<file path="src/rtl/alu_pkg.sv">
// alu_pkg: ALU control codes and M-extension op encoding shared by ALU, decoder and mul/div.
// ALU_MULDIV_SIGNED_EN widens md_op_t to 3 bits and adds MULH, MULHSU, DIV, REM.
package alu_pkg;

    localparam int XLEN  = 32;
    localparam int CNT_W = 5;

    localparam logic [2:0] ALU_ADD = 3'b000;
    localparam logic [2:0] ALU_SUB = 3'b001;
    localparam logic [2:0] ALU_AND = 3'b010;
    localparam logic [2:0] ALU_OR  = 3'b011;
    localparam logic [2:0] ALU_XOR = 3'b100;
    localparam logic [2:0] ALU_SLT = 3'b101;
    localparam logic [2:0] ALU_SLL = 3'b110;
    localparam logic [2:0] ALU_SRL = 3'b111;

`ifdef ALU_MULDIV_SIGNED_EN
    typedef enum logic [2:0] {
        MD_MUL    = 3'd0,
        MD_MULH   = 3'd1,
        MD_MULHSU = 3'd2,
        MD_MULHU  = 3'd3,
        MD_DIV    = 3'd4,
        MD_DIVU   = 3'd5,
        MD_REM    = 3'd6,
        MD_REMU   = 3'd7
    } md_op_t;

    function automatic logic md_is_div(input md_op_t op);
        return op inside {MD_DIV, MD_DIVU, MD_REM, MD_REMU};
    endfunction

    function automatic logic md_pick_hi(input md_op_t op);
        return op inside {MD_MULH, MD_MULHSU, MD_MULHU, MD_REM, MD_REMU};
    endfunction

    function automatic logic md_sgn_a(input md_op_t op);
        return op inside {MD_MULH, MD_MULHSU, MD_DIV, MD_REM};
    endfunction

    function automatic logic md_sgn_b(input md_op_t op);
        return op inside {MD_MULH, MD_DIV, MD_REM};
    endfunction
`else
    typedef enum logic [1:0] {
        MD_MUL   = 2'd0,
        MD_MULHU = 2'd1,
        MD_DIVU  = 2'd2,
        MD_REMU  = 2'd3
    } md_op_t;

    function automatic logic md_is_div(input md_op_t op);
        return (op == MD_DIVU) || (op == MD_REMU);
    endfunction

    function automatic logic md_pick_hi(input md_op_t op);
        return (op == MD_MULHU) || (op == MD_REMU);
    endfunction
`endif

    typedef enum logic [2:0] {
        ST_IDLE,
        ST_LOAD,
        ST_RUN,
        ST_NEG,
        ST_DONE
    } md_state_t;

    // Carry out of bit 31, recovered from the operand MSBs and the sum MSB.
    function automatic logic add_cout(input logic a31, input logic b31, input logic s31);
        return (a31 & b31) | ((a31 | b31) & ~s31);
    endfunction

endpackage

</file>
<file path="src/rtl/alu_muldiv_seq.sv">
// alu_muldiv_seq: 32-step shift-add multiply / restoring divide on the shared ALU (ADD/SUB).
// ALU_MULDIV_SIGNED_EN adds signed ops with a sign-fix cycle before DONE.
module alu_muldiv_seq
    import alu_pkg::*;
(
    input  logic            clk,
    input  logic            rst_n,
    input  logic            flush,
    input  logic            in_valid,
    output logic            in_ready,
    input  md_op_t          in_op,
    input  logic [XLEN-1:0] in_a,
    input  logic [XLEN-1:0] in_b,
    output logic            alu_own,
    output logic [XLEN-1:0] alu_a,
    output logic [XLEN-1:0] alu_b,
    output logic [2:0]      alu_ctrl,
    input  logic [XLEN-1:0] alu_result,
    output logic            out_valid,
    input  logic            out_ready,
    output logic [XLEN-1:0] out_data
);

    md_state_t        r_state;
    md_state_t        w_nxt;
    md_op_t           r_op;
    logic [XLEN-1:0]  r_a;
    logic [XLEN-1:0]  r_b;
    logic [XLEN-1:0]  r_d;
    logic [XLEN-1:0]  r_hi;
    logic [XLEN-1:0]  r_lo;
    logic [XLEN-1:0]  r_out;
    logic [CNT_W-1:0] r_cnt;

    logic             w_div;
    logic             w_accept;
    logic             w_dz;
    logic             w_last;
    logic             w_cy;
    logic             w_nb;
    logic [XLEN-1:0]  w_rp;
    logic [XLEN-1:0]  w_hi_nx;
    logic [XLEN-1:0]  w_lo_nx;
    logic [XLEN-1:0]  w_res;
    logic [XLEN-1:0]  w_ua;
    logic [XLEN-1:0]  w_ub;

    assign w_div    = md_is_div(r_op);
    assign w_accept = in_valid & (r_state == ST_IDLE) & ~flush;
    assign w_dz     = w_div & (r_b == '0);
    assign w_last   = &r_cnt;
    assign w_rp     = {r_hi[XLEN-2:0], r_lo[XLEN-1]};
    assign out_data = r_out;

`ifdef ALU_MULDIV_SIGNED_EN
    logic                r_neg;
    logic                w_na;
    logic                w_nbs;
    logic [2*XLEN-1:0]   w_p;
    logic [2*XLEN-1:0]   w_pn;

    assign w_na  = md_sgn_a(r_op) & r_a[XLEN-1];
    assign w_nbs = md_sgn_b(r_op) & r_b[XLEN-1];
    assign w_ua  = w_na ? -r_a : r_a;
    assign w_ub  = w_nbs ? -r_b : r_b;
    assign w_p   = {r_hi, r_lo};
    assign w_pn  = r_neg ? -w_p : w_p;

    // Remainder sign is fixed on its own; quotient/product via 64-bit negate.
    always_comb begin
        if (w_div && md_pick_hi(r_op))
            w_res = r_neg ? -r_hi : r_hi;
        else if (md_pick_hi(r_op))
            w_res = w_pn[2*XLEN-1:XLEN];
        else
            w_res = w_pn[XLEN-1:0];
    end
`else
    assign w_ua  = r_a;
    assign w_ub  = r_b;
    assign w_res = md_pick_hi(r_op) ? w_hi_nx : w_lo_nx;
`endif

    assign w_cy = add_cout(alu_a[XLEN-1],
                           w_div ? ~alu_b[XLEN-1] : alu_b[XLEN-1],
                           alu_result[XLEN-1]);
    assign w_nb = r_hi[XLEN-1] | w_cy;

    always_comb begin
        if (w_div) begin
            w_hi_nx = w_nb ? alu_result : w_rp;
            w_lo_nx = {r_lo[XLEN-2:0], w_nb};
        end else if (r_lo[0]) begin
            w_hi_nx = {w_cy, alu_result[XLEN-1:1]};
            w_lo_nx = {alu_result[0], r_lo[XLEN-1:1]};
        end else begin
            w_hi_nx = {1'b0, r_hi[XLEN-1:1]};
            w_lo_nx = {r_hi[0], r_lo[XLEN-1:1]};
        end
    end

    always_ff @(posedge clk or negedge rst_n) begin
        if (!rst_n)
            r_state <= ST_IDLE;
        else
            r_state <= w_nxt;
    end

    always_comb begin
        w_nxt = r_state;
        unique case (r_state)
            ST_IDLE: if (w_accept) w_nxt = ST_LOAD;
            ST_LOAD: w_nxt = w_dz ? ST_DONE : ST_RUN;
`ifdef ALU_MULDIV_SIGNED_EN
            ST_RUN:  if (w_last) w_nxt = ST_NEG;
`else
            ST_RUN:  if (w_last) w_nxt = ST_DONE;
`endif
            ST_NEG:  w_nxt = ST_DONE;
            ST_DONE: if (out_ready) w_nxt = ST_IDLE;
            default: w_nxt = ST_IDLE;
        endcase
        if (flush)
            w_nxt = ST_IDLE;
    end

    always_comb begin
        in_ready  = 1'b0;
        out_valid = 1'b0;
        alu_own   = 1'b0;
        alu_a     = '0;
        alu_b     = '0;
        alu_ctrl  = ALU_ADD;
        unique case (r_state)
            ST_IDLE: in_ready = 1'b1;
            ST_RUN: begin
                alu_own  = 1'b1;
                alu_a    = w_div ? w_rp : r_hi;
                alu_b    = r_d;
                alu_ctrl = w_div ? ALU_SUB : ALU_ADD;
            end
            ST_DONE: out_valid = 1'b1;
            default: ;
        endcase
    end

    always_ff @(posedge clk or negedge rst_n) begin
        if (!rst_n) begin
            r_op  <= MD_MUL;
            r_a   <= '0;
            r_b   <= '0;
            r_d   <= '0;
            r_hi  <= '0;
            r_lo  <= '0;
            r_out <= '0;
            r_cnt <= '0;
`ifdef ALU_MULDIV_SIGNED_EN
            r_neg <= 1'b0;
`endif
        end else if (flush) begin
            r_cnt <= '0;
        end else begin
            unique case (r_state)
                ST_IDLE: begin
                    if (w_accept) begin
                        r_op <= in_op;
                        r_a  <= in_a;
                        r_b  <= in_b;
                    end
                end
                ST_LOAD: begin
                    r_cnt <= '0;
                    r_hi  <= '0;
                    r_lo  <= w_div ? w_ua : w_ub;
                    r_d   <= w_div ? w_ub : w_ua;
`ifdef ALU_MULDIV_SIGNED_EN
                    r_neg <= (w_div && md_pick_hi(r_op)) ? w_na : (w_na ^ w_nbs);
`endif
                    if (w_dz)
                        r_out <= md_pick_hi(r_op) ? r_a : '1;
                end
                ST_RUN: begin
                    r_hi  <= w_hi_nx;
                    r_lo  <= w_lo_nx;
                    r_cnt <= r_cnt + 1'b1;
`ifndef ALU_MULDIV_SIGNED_EN
                    if (w_last)
                        r_out <= w_res;
`endif
                end
`ifdef ALU_MULDIV_SIGNED_EN
                ST_NEG: r_out <= w_res;
`endif
                default: ;
            endcase
        end
    end

endmodule

</file>
<file path="config.mk">
export PLATFORM = sky130hd
export DESIGN_NAME = alu_muldiv_seq
export DESIGN_NICKNAME = d
export VERILOG_FILES = /design/src/rtl/alu_pkg.sv /design/src/rtl/alu_muldiv_seq.sv
export SDC_FILE = /design/constraint.sdc
export NUM_CORES = 1
export LEC_CHECK = 0
export CORE_AREA = 2 2 191 193
export DETAILED_ROUTE_END_ITERATION = 12
export DIE_AREA = 0 0 193 195
export PLACE_DENSITY_LB_ADDON = 0.15
export SYNTH_ARGS = -nofsm -noshare
export SYNTH_HDL_FRONTEND = slang
export SYNTH_SLANG_ARGS = --single-unit
</file>
<file path="constraint.sdc">
create_clock -name clk -period 4.7 [get_ports clk]
set_input_delay 0.47 -clock clk [delete_from_list [all_inputs] [get_ports clk]]
set_output_delay 0.47 -clock clk [all_outputs]
set_load 0.01 [all_outputs]
</file>
==> reports/results.tsv <==
stage	metric	value	unit
die	dieArea	0.0376	mm^2
die	initial_utilization	35.6	%
synthesis	synth-edff-count	0	
clock_tree	cts_made_buffers	24	
cells_and_area	syn_to_final_growth	24.2	%
timing	hold_violations	0	
die	rows	69	
die	coreArea	0.0354	mm^2
cells_and_area	multiInputGateArea	0.00694	mm^2
timing	final.setup.tns	0	ns
timing	whs	0.0556	ns
timing	fin_crit	3.73	ns
synthesis	synth_ff_type	dfrtp_1	
synthesis	synth_top_family_by_area	simple AND/OR/NAND/NOR gates	
clock_tree	cts_tree	yes	
power	ir_worst_vdd	0.000241	V
die	fp.dieH	195	um
route	postRouteAntennaNets	0	
cells_and_area	instances_no_fill	2023	
cells_and_area	fin_nets	1648	
worst_setup_path	crit_slowest_cell	dfrtp_1	
timing	slew_headroom	21.2	%
power	power.leakage	6.85	nW
route	vias	11200	
worst_setup_path	start_kind	flop	
grt	grt_max_degree	103	
synthesis	synth-xor-area-share	0	%
grt	antenna_found_initial	1	
power	power_density	492	mW/mm^2
worst_setup_path	cp_num_buf_inv	4	
power	swShare	36.3	%
grt	track_usage	22.4	%
route	via_per_inst	5.51	
synthesis	synth-simple-area-share	25.4	%
power	power.net_switching	0.00280	W
worst_setup_path	r2r_cells	5	
worst_setup_path	rr_startpoint	r_state[1]	
clock_tree	post-cts-setup-buffers	0	
clock_tree	clock_latency	0.52	ns
clock_tree	clockBufferDepth	3	
worst_setup_path	r2r_setup_slack	1.17	ns
route	drt_iter0_drc	878	
place	numPlacedInstances	1978	
cells_and_area	register_area	0.00506	mm^2
die	ioPinCount	205	
worst_setup_path	crit_chain	or3b_4 -> clkinv_2 -> buf_4 -> nand2_2 -> inv_1 -> clkdlybuf4s50_1	
timing	worstMarginPinSlew	1.18	ns
synthesis	ys_warn_count	0	
clock_tree	cts_sinks	202	
power	clkPwrFrac	26.8	%
clock_tree	htree_levels	1	
worst_setup_path	critPathLaunch	r_state[1]	
worst_setup_path	worstSetupPathType	reg2out	
worst_setup_path	cp_top_family	buffers and inverters	
worst_setup_path	r2r-end	out_data[1]	
synthesis	synth-compound-area-share	17.7	%
synthesis	yosysSeqAreaShare	40.1	%
worst_setup_path	end_kind	output pin	
synthesis	synth-seq-cells	202	
clock_tree	path_clk_slew	0.06	ns
timing	fmax	268	MHz
synthesis	synthCells	1427	
clock_tree	ctsResizeCount	0	
hold_path	holdCritPathClass	in2async	
grt	grt_overflow_total	0	
timing	slew_violations	0	
synthesis	syn_avg_cell_area	8.84	um^2
run_status	status	complete, no violations	
cells_and_area	nFillCells	3543	
power	seq_power_share	40.4	%
synthesis	async_reset_ff_share	100	%
worst_setup_path	worstPathArrival	3.26	ns
route	wl_per_cell	21.1	um
synthesis	ys_types	70	
synthesis	synth_area	0.0126	mm^2
power	p_int	0.00491	W
synthesis	synthAdderAreaFrac	0.456	%
place	dp_hpwl	28800	um
die	fp.dieW	193	um
cells_and_area	drive_gt1_share	8.78	%
synthesis	synthMuxAreaShare	11.3	%
power	combPwrFrac	32.8	%
worst_setup_path	max_stage_delay	0.70	ns
route	first_pass_iters	5	
timing	fin_crit_sh	79.4	%
timing	rsz0062_at_grt	no	
timing	finalSetupViolations	0	
timing	fin_worst_skew	0.00927	ns
grt	grt_pass1_wl	65900	um
grt	grt_pass1_vias	10800	
route	drc	0	
place	place_congestion	0.867	
power	p_total	0.00771	W
route	drt-total-wl	42700	um
worst_setup_path	worstPathMaxFanout	44	
place	io_buffers	202	
clock_tree	cts_root_buf	clkbuf_16	
flow_run	maxCapViolations	0	
clock_tree	ctsHoldBuffers	0	
worst_setup_path	critPathRequiredTime	4.23	ns
[routing by layer]
metal | vias to the layer above | wire length [um] | share of wire, % | GRT usage, %
met5 | - | 0 | 0 | 0
met4 | 0 | 653 | 1.5 | 4.29
met3 | 41 | 3210 | 7.5 | 3.36
met2 | 418 | 18100 | 42 | 31.6
met1 | 5386 | 20800 | 49 | 35.8
li1 | 5306 | - | - | -
[sequential cells by signal (all words and copies together), names as in the netlist]
register / cells
out_data: 32
r_a: 32
r_b: 32
r_d: 32
r_hi: 32
r_lo: 32
r_cnt: 5
r_state: 3
r_op: 2
[worst max path at each step]
stage / slack [ns] / cells after the start / to
finish: 0.97 / 6 / alu_a[31]
CTS: 0.97 / 6 / alu_a[31]
global route: 0.81 / 6 / alu_a[31]
global placement: 1.32 / 5 / out_data[1]
detailed placement: 1.23 / 5 / out_data[1]
floorplan: 2.47 / 7 / alu_a[21]
[power by group through the flow]
| stage | Sequential (W) | Clock (W) | Combinational [W] |
|---|---|---|---|
| finish | 0.00311 | 0.00206 | 0.00253 |
| global route | 0.00320 | 0.00217 | 0.00279 |
| CTS | 0.00310 | 0.00210 | 0.00254 |
| detailed placement | 0.00312 | 0 | 0.00252 |
| global placement | 0.00313 | 0 | 0.00248 |
| floorplan | 0.00273 | 0 | 0.00177 |
[stage by stage]
stage	utilization (%)	worst slack, ns	area (um^2)
5_1_grt	44.3	0.809	15700
4_1_cts	44.3	0.973	15700
6_report	44.3	0.967	15700
3_5_place_dp	41.8	1.23	14800
3_3_place_gp	41.8	1.32	14800
2_1_floorplan	-	2.47	12600
[cells by family after synthesis]
| group | count (synthesis) |
|---|---|
| adders and majority gates | 5 |
| muxes | 104 |
| other | 1 |
| buffers and inverters | 142 |
| DFF | 202 |
| AOI/OAI and AO/OA | 295 |
| and+or+nand+nor | 678 |
[layout make-up]
type | count | share of cell area (%)
inverters | 9 | 0.223
multi-input cells | 1084 | 44.2
diodes | 1 | 0.0160
repair buffers | 222 | 14.0
clock inverters | 10 | 0.958
clock buffers | 34 | 4.65
flip-flops and latches | 202 | 32.3
well taps | 461 | 3.68
[layout by cell type (no fill, tap or decap), drive strengths merged, types with 3 or more instances in the layout]
cell | Yosys | layout
mux2 | 4 | 4
nand3 | 5 | 5
a211oi | 3 | 3
clkdlybuf4s50 | 0 | 201
maj3 | 3 | 3
nor3 | 34 | 34
clkinv | 2 | 8
a2111oi | 29 | 29
nand4 | 5 | 5
nor4 | 9 | 9
a211o | 28 | 28
bufinv | 0 | 4
nand2 | 302 | 302
nor2b | 88 | 88
and3 | 28 | 28
clkbuf | 88 | 35
o41ai | 29 | 29
a31oi | 29 | 29
and2 | 32 | 32
o21a | 5 | 5
dfrtp | 202 | 202
mux2i | 70 | 70
mux4 | 30 | 30
inv | 7 | 7
or3 | 28 | 28
o31ai | 6 | 6
a22oi | 3 | 3
o211ai | 4 | 4
nor2 | 130 | 130
a21oi | 11 | 11
o21ai | 108 | 108
a41o | 27 | 27
nand2b | 3 | 3
buf | 45 | 20
[synthesized netlist by cell type, types with 27 or more instances]
cell         n  area share, %
a2111oi_0   29            2.0
a211o_1     28            1.9
a31oi_1     29            1.4
a41o_1      27            2.1
and2_1      32            1.6
and3_1      28            1.4
buf_2       27            1.1
clkbuf_1    88            2.6
dfrtp_1    202             40
mux2i_1     70            5.6
mux4_2      30            5.4
nand2_1    299            8.9
nor2_1     130            3.9
nor2b_1     88            4.4
nor3_1      34            1.3
o21ai_0     88            3.5
or3_1       28            1.4
[worst register-to-register path: stages, from the launching register on]
cell	delay (ns)
dfrtp_1	0.70
or3b_4	0.69
buf_4	0.46
o21ai_2	1.04
nor2_1	0.19
mux2_2	0.32
No activity file was read; power rests on OpenSTA's default activity.
